## src/rtl/conv_pkg.sv

```systemverilog
// rtl/conv_pkg.sv - shared constants and types for the convolution engine and its result streamer
package conv_pkg;
  localparam int NUM_RESULTS = 30;
  localparam int RESULT_W    = 18;
  localparam int IDX_W       = $clog2(NUM_RESULTS);

  typedef logic signed [RESULT_W-1:0] result_t;
  typedef logic [IDX_W-1:0]           idx_t;

  typedef enum logic [1:0] {
    ST_IDLE,
    ST_STREAM,
    ST_REPORT
  } streamer_state_t;
endpackage

```

## src/rtl/conv_result_streamer_if.sv

```systemverilog
// rtl/conv_result_streamer_if.sv - valid/ready result stream carrying data, index and last flag
interface conv_result_streamer_if #(
  parameter int DATA_W = conv_pkg::RESULT_W,
  parameter int IDX_W  = conv_pkg::IDX_W
);
  logic                     m_valid;
  logic                     m_ready;
  logic signed [DATA_W-1:0] m_data;
  logic [IDX_W-1:0]         m_index;
  logic                     m_last;

  modport master (output m_valid, m_data, m_index, m_last, input m_ready);
  modport slave  (input m_valid, m_data, m_index, m_last, output m_ready);
endinterface

```

## src/rtl/peak_tracker.sv

```systemverilog
// rtl/peak_tracker.sv - running max |value| with index; first entry wins on ties
module peak_tracker #(
  parameter int DATA_W = conv_pkg::RESULT_W,
  parameter int IDX_W  = conv_pkg::IDX_W
) (
  input  logic                     clk,
  input  logic                     rst,
  input  logic                     clear,
  input  logic                     update,
  input  logic signed [DATA_W-1:0] value,
  input  logic [IDX_W-1:0]         index,
  output logic [DATA_W-1:0]        peak_value,
  output logic [IDX_W-1:0]         peak_index
);
  logic [DATA_W-1:0] value_u;
  logic [DATA_W-1:0] mag;

  // Unsigned result is wide enough that the most negative input needs no saturation.
  assign value_u = value;
  assign mag     = value[DATA_W-1] ? (~value_u + DATA_W'(1)) : value_u;

  always_ff @(posedge clk) begin
    if (rst || clear) begin
      peak_value <= '0;
      peak_index <= '0;
    end else if (update && (mag > peak_value)) begin
      peak_value <= mag;
      peak_index <= index;
    end
  end
endmodule

```

## src/rtl/conv_result_streamer.sv

```systemverilog
// rtl/conv_result_streamer.sv - captures a convolution row and streams it out with a peak report
module conv_result_streamer
  import conv_pkg::*;
#(
  parameter int NUM_RESULTS = conv_pkg::NUM_RESULTS,
  parameter int DATA_W      = conv_pkg::RESULT_W,
  parameter int IDX_W       = $clog2(NUM_RESULTS)
) (
  input  logic                     clk,
  input  logic                     rst,
  input  logic                     done_in,
  input  logic signed [DATA_W-1:0] result_in [NUM_RESULTS],
  conv_result_streamer_if.master   m,
  output logic                     busy,
  output logic                     overrun,
  output logic                     peak_valid,
  output logic [DATA_W-1:0]        peak_value,
  output logic [IDX_W-1:0]         peak_index
);
  localparam logic [IDX_W-1:0] LAST_IDX = IDX_W'(NUM_RESULTS - 1);

  streamer_state_t          state, state_next;
  logic signed [DATA_W-1:0] row_buf [NUM_RESULTS];
  logic signed [DATA_W-1:0] cur_data;
  logic [IDX_W-1:0]         idx;
  logic                     capture;
  logic                     handshake;
  logic                     at_last;

  assign capture   = (state == ST_IDLE) && done_in;
  assign handshake = (state == ST_STREAM) && m.m_ready;
  assign at_last   = (idx == LAST_IDX);
  assign cur_data  = row_buf[idx];

  always_ff @(posedge clk) begin
    if (rst) state <= ST_IDLE;
    else     state <= state_next;
  end

  always_comb begin
    state_next = state;
    m.m_valid  = 1'b0;
    m.m_data   = '0;
    m.m_index  = '0;
    m.m_last   = 1'b0;
    busy       = 1'b1;
    peak_valid = 1'b0;
    case (state)
      ST_IDLE: begin
        busy = 1'b0;
        if (capture) state_next = ST_STREAM;
      end
      ST_STREAM: begin
        m.m_valid = 1'b1;
        m.m_data  = cur_data;
        m.m_index = idx;
        m.m_last  = at_last;
        if (handshake && at_last) state_next = ST_REPORT;
      end
      ST_REPORT: begin
        peak_valid = 1'b1;
        state_next = ST_IDLE;
      end
      default: state_next = ST_IDLE;
    endcase
  end

  // Buffer only loads from IDLE, so a late done_in cannot corrupt the row in flight.
  always_ff @(posedge clk) begin
    if (capture) begin
      for (int k = 0; k < NUM_RESULTS; k++) row_buf[k] <= result_in[k];
    end
  end

  always_ff @(posedge clk) begin
    if (rst || capture)           idx <= '0;
    else if (handshake && !at_last) idx <= idx + IDX_W'(1);
  end

  always_ff @(posedge clk) begin
    if (rst)                            overrun <= 1'b0;
    else if (done_in && (state != ST_IDLE)) overrun <= 1'b1;
  end

  peak_tracker #(
    .DATA_W (DATA_W),
    .IDX_W  (IDX_W)
  ) u_peak_tracker (
    .clk        (clk),
    .rst        (rst),
    .clear      (capture),
    .update     (handshake),
    .value      (cur_data),
    .index      (idx),
    .peak_value (peak_value),
    .peak_index (peak_index)
  );
endmodule

```

## src/flat_wrapper.sv

```systemverilog
// flat-port wrapper written by rule: the top's interface ports become plain ports
module conv_result_streamer_flat import conv_pkg::*;
#(
  parameter int NUM_RESULTS = conv_pkg::NUM_RESULTS,
  parameter int DATA_W      = conv_pkg::RESULT_W,
  parameter int IDX_W       = $clog2(NUM_RESULTS)
)
  (clk, rst, done_in, result_in, busy, overrun, peak_valid, peak_value, peak_index, m_m_valid, m_m_data, m_m_index, m_m_last, m_m_ready);
  conv_result_streamer_if #(.DATA_W(DATA_W), .IDX_W(IDX_W)) m_i ();
  input  logic clk;
  input  logic rst;
  input  logic done_in;
  input  logic signed [DATA_W-1:0] result_in[NUM_RESULTS];
  output logic busy;
  output logic overrun;
  output logic peak_valid;
  output logic [DATA_W-1:0] peak_value;
  output logic [IDX_W-1:0] peak_index;
  output wire logic [$bits(m_i.m_valid)-1:0] m_m_valid;
  output wire logic [$bits(m_i.m_data)-1:0] m_m_data;
  output wire logic [$bits(m_i.m_index)-1:0] m_m_index;
  output wire logic [$bits(m_i.m_last)-1:0] m_m_last;
  input wire logic [$bits(m_i.m_ready)-1:0] m_m_ready;
  assign m_m_valid = m_i.m_valid;
  assign m_m_data = m_i.m_data;
  assign m_m_index = m_i.m_index;
  assign m_m_last = m_i.m_last;
  assign m_i.m_ready = m_m_ready;
  conv_result_streamer #(.NUM_RESULTS(NUM_RESULTS), .DATA_W(DATA_W), .IDX_W(IDX_W)) u_core (.clk(clk), .rst(rst), .done_in(done_in), .result_in(result_in), .m(m_i), .busy(busy), .overrun(overrun), .peak_valid(peak_valid), .peak_value(peak_value), .peak_index(peak_index));
endmodule
```

## config.mk

```make
export PLATFORM = sky130hd
export DESIGN_NAME = conv_result_streamer_flat
export DESIGN_NICKNAME = d
export VERILOG_FILES = /design/src/rtl/conv_pkg.sv /design/src/rtl/conv_result_streamer_if.sv /design/src/rtl/peak_tracker.sv /design/src/rtl/conv_result_streamer.sv /design/src/flat_wrapper.sv
export SDC_FILE = /design/constraint.sdc
export NUM_CORES = 1
export LEC_CHECK = 0
export CORE_MARGIN = 2
export CORE_UTILIZATION = 40
export DETAILED_ROUTE_END_ITERATION = 8
export PLACE_DENSITY = 0.68
export SLEW_MARGIN = 20
export SYNTH_ARGS = -nofsm -noshare
export SYNTH_HDL_FRONTEND = slang
export SYNTH_SLANG_ARGS = --single-unit
```

## constraint.sdc

```tcl
create_clock -name clk -period 87.6 [get_ports clk]
set_input_delay 26.28 -clock clk [delete_from_list [all_inputs] [get_ports clk]]
set_output_delay 26.28 -clock clk [all_outputs]
set_load 0.02 [all_outputs]
```

==> out/metrics.cfg, run 1 <==
[setup_path]
crit_family=compound AO/OA/AOI/OAI gates
crit_path_start_kind=flip-flop
crit_chain=buf_12 -> mux4_2 -> mux2i_1 -> a2111oi_0 -> a311o_1 -> and2_1 -> clkdlybuf4s50_1
max_stage_delay_ns=0.82
crit_cells=7
worst-path-buf-inv=2
r2r_cells=18
crit_slowest_cell=a2111oi_0
path_max_fanout=90
endpoint_kind=output pin
critPathRequiredTime_ns=61.32
crit_arrival_ns=4.69
criticalPathCategory=flip-flop to output pin

[timing]
timing.fmax_ghz=0.0323
finalClockSkew_ns=0.0158
tightestPinTransition_ns=1.06
finalSetupTns_ns=0
timing.final.crit_share_pct=35.4
maxSlewHeadroom_pct=29.5
hold_slack_ns=0.477
setup_viol=0
slew_violations=0
rsz0062_at_grt=false
finalHoldViolations=0
period_needed_ns=30.97

[synthesis]
ys.flop_type=edfxtp_1
synth_top_area_share_pct=70.3
synth_most_common_cell=edfxtp_1
synth_edf_count=540
syn-mean-instance-area_um2=18.6
seq_area_frac_synth_pct=73.4
synth-async-reset-ratio_pct=0
syn_inst=1240
synth_fp_nets=1805
netlist_area_um2=23100
yosys.area.top_type=edfxtp_1
yosys_warnings=0
yosys_register_bits=576
synth_area_leaders=edfxtp_1, mux4_2, mux2i_1
yosys.cell_types.count=64
synth_common_cells=edfxtp_1, mux4_2, mux2i_1

[die]
io_pins=595
initial_core_util_pct=40.2
die-area_um2=59600
die_h_um=244
core_um2=57400
num_rows=88
chipWidth_um=244

[cells_and_area]
multi_input_area_um2=5660
postLayoutCellArea_um2=31800
instances_no_fill=2689
drive_above_1_share_pct=13.1
syn2layout_area_growth_pct=37.7
final_nets=2423
ff_latch_area_um2=17000
nFillCells=4486

[cts]
holdBufCountCts=0
htree_levels=2
clock_sinks=576
post_cts_buffers=0
cts_tree=done
ctsResizeCount=0
cts-root-buf=clkbuf_16
cts_buffer_depth=3
clk-insertion-delay-late_ns=0.61
cts-buffers-inserted=60
clkTransAtPathRegs_ns=0.06

[drt]
drtIter0Drc=1141
drc=0
vias=13900
vias_per_cell=5.15
wl_per_cell_um=25.1
drtPass1Iterations=5
ant_nets=0
routed_wl_um=67500

[power]
power_uw=638
leakagePower_uw=0.0106
max-vdd-ir-drop_mv=0.0150
power.density_nw_per_um2=20.1

[place]
placed_area_um2=29800
dp.cells=2560
place.gp.congestion=0.853
post-dp-hpwl_um=50300
numPortBuffers=594

[outcome]
status=completed

[grt]
grt_use_total_pct=22.1
grt_antenna_before_repair=22
grt_pass1_vias=14400
grt_overflow_total=0
grt_max_degree=207
grt_pass1_wl_um=94700

[flow_run]
cap_violations=0

[worst_hold_path]
whs_path_depth=2
hold_class=flip-flop to flip-flop

-- through the flow --
step                utilization, %  setup WS (ns)
finish                        55.4          56.63
detailed placement            52.0          56.94
floorplan                        -          36.38
CTS                           55.3          56.65
global route                  55.4          56.47
global placement              52.0          57.12
-- state kept, by name, indices dropped and copies added (netlist names), named ones only --
register / flops
u_core.overrun: 1
u_core.row_buf: 540
u_core.state: 2
u_core.u_peak_tracker.peak_value: 18
u_core.u_peak_tracker.peak_index: 5
u_core.idx: 5
-- cell type report --
class / instances / area share (%)
clock inverters: 46 / 1.16
clock buffers: 65 / 4.78
inverters: 31 / 0.366
flip-flops and latches: 576 / 53.3
repair buffers: 617 / 19.4
diodes: 17 / 0.134
well taps: 765 / 3.01
multi-input cells: 572 / 17.8
-- logic make-up after synthesis --
group | count (synthesis) | share of synthesized area [%]
compound gates | 131 | 4.10
fa+ha+maj | 21 | 1.14
flops | 576 | 73.4
buf+inv | 92 | 2.15
simple gates | 188 | 4.11
mux | 213 | 14.4
xor+xnor | 19 | 0.721
-- worst reg2reg max path, cell delays in order, from the launching register on --
cell,delay [ns]
dfxtp_4,0.77
buf_12,0.50
mux4_2,0.62
mux2i_1,0.19
a2111oi_0,0.15
buf_4,0.21
a211oi_1,0.58
nor4b_2,0.77
nand3_1,0.26
o21a_1,0.27
xor2_1,0.16
ha_1,0.32
a21oi_1,0.06
o21ai_0,0.30
a21oi_1,0.14
a311oi_2,0.59
buf_4,0.36
inv_1,0.26
a211oi_1,0.33
-- worst paths after layout --
kind,from,to,slack [ns]
min reg2reg,u_core.overrun,u_core.overrun,0.48
max,flip-flop,m_m_data[10],56.63
min,u_core.overrun,u_core.overrun,0.48
max reg2reg,flip-flop,u_core.u_peak_tracker.peak_value[11],80.66
-- routing by layer --
metal	global-route usage [%]	vias to the layer above	routed length, µm
li1	-	6242	-
met1	27.0	6926	25900
met2	38.3	570	35000
met3	5.17	109	4860
met4	8.00	6	1700
met5	0	-	39
-- report_power, final --
group / internal [µW] / switching (µW) / total [µW]
clock: 140 / 106 / 245
combinational: 37.3 / 29.1 / 66.4
sequential: 321 / 5.39 / 326
-- placed cells by master, fill, tap and decap left out, drive strengths merged, types with 11 or more instances in the layout --
cell | synthesis | routed
nand2 | 37 | 37
nor3 | 11 | 11
and2 | 12 | 12
clkdlybuf4s50 | 0 | 594
nor2 | 77 | 77
mux2 | 31 | 31
mux2i | 90 | 90
clkbuf | 16 | 65
inv | 31 | 33
mux4 | 92 | 92
a21oi | 30 | 30
dfxtp | 36 | 36
clkinv | 0 | 36
ha | 21 | 21
diode | 0 | 17
edfxtp | 540 | 540
buf | 45 | 23
a22oi | 22 | 22
Note: power is estimated with default switching activity, not from simulation.
==> inputs of run 2 (changes only) <==
--- a/config.mk
+++ b/config.mk
@@ -8,7 +8,7 @@
 export CORE_MARGIN = 2
 export CORE_UTILIZATION = 40
 export DETAILED_ROUTE_END_ITERATION = 8
-export PLACE_DENSITY = 0.68
+export PLACE_DENSITY = 0.7
 export SLEW_MARGIN = 20
 export SYNTH_ARGS = -nofsm -noshare
 export SYNTH_HDL_FRONTEND = slang
==> constraint.sdc (replaced) <==
create_clock -name clk -period 27.4 [get_ports clk]
set_input_delay 8.22 -clock clk [delete_from_list [all_inputs] [get_ports clk]]
set_output_delay 8.22 -clock clk [all_outputs]
set_load 0.02 [all_outputs]
==> run 2 against run 1 <==
  * Critical path depth up 1
  * Worst hold slack better by 0.010 ns
  * Die area unchanged
  * Combinational power increased to 3.2 times the previous value
  * Sequential power grew to 3.2 times the previous value
  * Global-route usage up 0.47 points
  * Via count rose by 0.16%
  * Non-clock buffer count decreased by 5
  * Clock skew is 0.0025 ns higher
  * Sequential share of layout area grew 0.27 points
  * Critical path type unchanged
  * Critical endpoint is now m_m_data[6]
==> out/metrics.cfg, run 2 (synthesized netlist as in run 1, its figures left out) <==
[die]
die_h_um=244  ; unchanged
die-area_um2=59600  ; unchanged
num_rows=88  ; unchanged
core_um2=57400  ; unchanged
io_pins=595  ; unchanged
initial_core_util_pct=40.2  ; unchanged
chipWidth_um=244  ; unchanged

[cts]
cts_buffer_depth=3  ; unchanged
holdBufCountCts=0  ; unchanged
post_cts_buffers=0  ; unchanged
cts_tree=done  ; unchanged
clock_sinks=576  ; unchanged
ctsResizeCount=0  ; unchanged
clkTransAtPathRegs_ns=0.06  ; about the same
cts-root-buf=clkbuf_16  ; unchanged
cts-buffers-inserted=58  ; was 60
clk-insertion-delay-late_ns=0.62  ; was 0.61 ns
htree_levels=2  ; unchanged

[setup_path]
crit_arrival_ns=5.29  ; was 4.69 ns
critPathRequiredTime_ns=19.18  ; was 61.32 ns
endpoint_kind=output pin  ; unchanged
crit_path_start_kind=flip-flop  ; unchanged
criticalPathCategory=flip-flop to output pin  ; unchanged
r2r_slack_ns=19.65  ; was 80.66 ns
path_max_fanout=49  ; was 90

[cells_and_area]
final_core_util_pct=55.1  ; was 55.4%
syn2layout_area_growth_pct=37.0  ; was 37.7%
final_nets=2416  ; was 2423
final_common_cell=clkdlybuf4s50_1  ; unchanged
largest_reg_flops=540  ; unchanged
instances_no_fill=2681  ; was 2689
reg_top3=u_core.row_buf: 540 flops, u_core.u_peak_tracker.peak_value: 18 flops  ; unchanged
drive_above_1_share_pct=12.6  ; was 13.1%
layout_common_cells=clkdlybuf4s50_1, edfxtp_1, mux4_2, mux2i_1, nor2_1  ; unchanged
registers.top_by_ff_count=u_core.row_buf  ; unchanged

[grt]
grt_pass1_wl_um=96800  ; was 94700 µm
grt_pass1_vias=14800  ; was 14400
grt_max_degree=198  ; was 207
grt_antenna_before_repair=23  ; was 22
grt_use_total_pct=22.6  ; was 22.1%
grt_overflow_total=0  ; unchanged

[timing]
finalSetupTns_ns=0  ; unchanged
rsz0062_at_grt=false  ; unchanged
maxSlewHeadroom_pct=22.7  ; was 29.5%
finalClockSkew_ns=0.0183  ; was 0.0158 ns
timing.final.crit_share_pct=49.3
timing.fmax_ghz=0.0740
setup_ws_ns=13.89  ; was 56.63 ns
period_needed_ns=13.51
slew_violations=0  ; unchanged
tightestPinTransition_ns=1.16  ; was 1.06 ns
finalHoldViolations=0  ; unchanged
setup_viol=0  ; unchanged

[drt]
drtPass1Iterations=5  ; unchanged
drtIter0Drc=972  ; was 1141
vias=13900  ; about the same
wl_per_cell_um=25.3  ; was 25.1 µm
vias_per_cell=5.18  ; was 5.15
routed_wl_um=67900  ; was 67500 µm
ant_nets=0  ; unchanged
drc=0  ; unchanged

[power]
power.density_nw_per_um2=63.3  ; was 20.1 nW/µm²
max-vdd-ir-drop_mv=0.0504  ; was 0.0150 mV
power_uw=2000  ; was 638 µW
leakagePower_uw=0.0105  ; was 0.0106 µW

[place]
dp.cells=2556  ; was 2560
post-dp-hpwl_um=50900  ; was 50300 µm
numPortBuffers=594  ; unchanged
preCtsSetupSlack_ns=14.39  ; was 56.94 ns
place.gp.congestion=0.878  ; was 0.853

[flow_run]
cap_violations=0  ; unchanged

[outcome]
status=completed  ; unchanged

[worst_hold_path]
hold_class=flip-flop to flip-flop  ; unchanged

run 2: critical path, stage by stage, from the launching register on:
cell and delay [ns]:
dfxtp_4 0.73, buf_4 0.71, buf_4 0.79, mux4_2 0.35, mux2i_1 0.07, a2111oi_0 0.79, a211oi_1 0.33, nor2_1 0.18
clkdlybuf4s50_1 0.64
run 2: final timing paths:
| kind | depth (start not counted) | from | to |
|---|---|---|---|
| max | 8 | flip-flop | m_m_data[6] |
| max reg2reg | 19 | flip-flop | u_core.u_peak_tracker.peak_value[16] |
| min | 2 | u_core.overrun | u_core.overrun |
| min reg2reg | 2 | u_core.overrun | u_core.overrun |
run 2: layer usage:
layer / share of wire, % / up-vias / track usage (%)
li1: - / 6217 / -
met4: 2.8 / 16 / 7.59
met3: 7.7 / 115 / 5.44
met2: 52 / 575 / 39.5
met5: 0.15 / - / 0
met1: 38 / 6952 / 27.3
run 2: layout make-up:
| cell class | count | area [µm²] |
|---|---|---|
| multi-input combinational | 572 | 5670 |
| inverter | 31 | 116 |
| timing repair buffer | 612 | 6110 |
| clock inverter | 29 | 215 |
| antenna | 16 | 40.0 |
| fill | 4509 | 25700 |
| clock buffer | 80 | 1570 |
| tap | 765 | 957 |
| sequential | 576 | 17000 |
run 2: per-stage QoR:
| step | hold slack [ns] | cell area [µm²] |
|---|---|---|
| 6_report | 0.487 | 31600 |
| 5_1_grt | 0.519 | 31600 |
| 4_1_cts | 0.488 | 31600 |
| 3_5_place_dp | 0.472 | 29800 |
| 3_3_place_gp | 0.452 | 29800 |
| 2_1_floorplan | 0.501 | 23100 |
run 2: power breakdown:
group          internal, µW  switching [µW]
Clock                   419             327
Sequential             1030            18.0
Combinational           119            91.6
Total                  1560             437
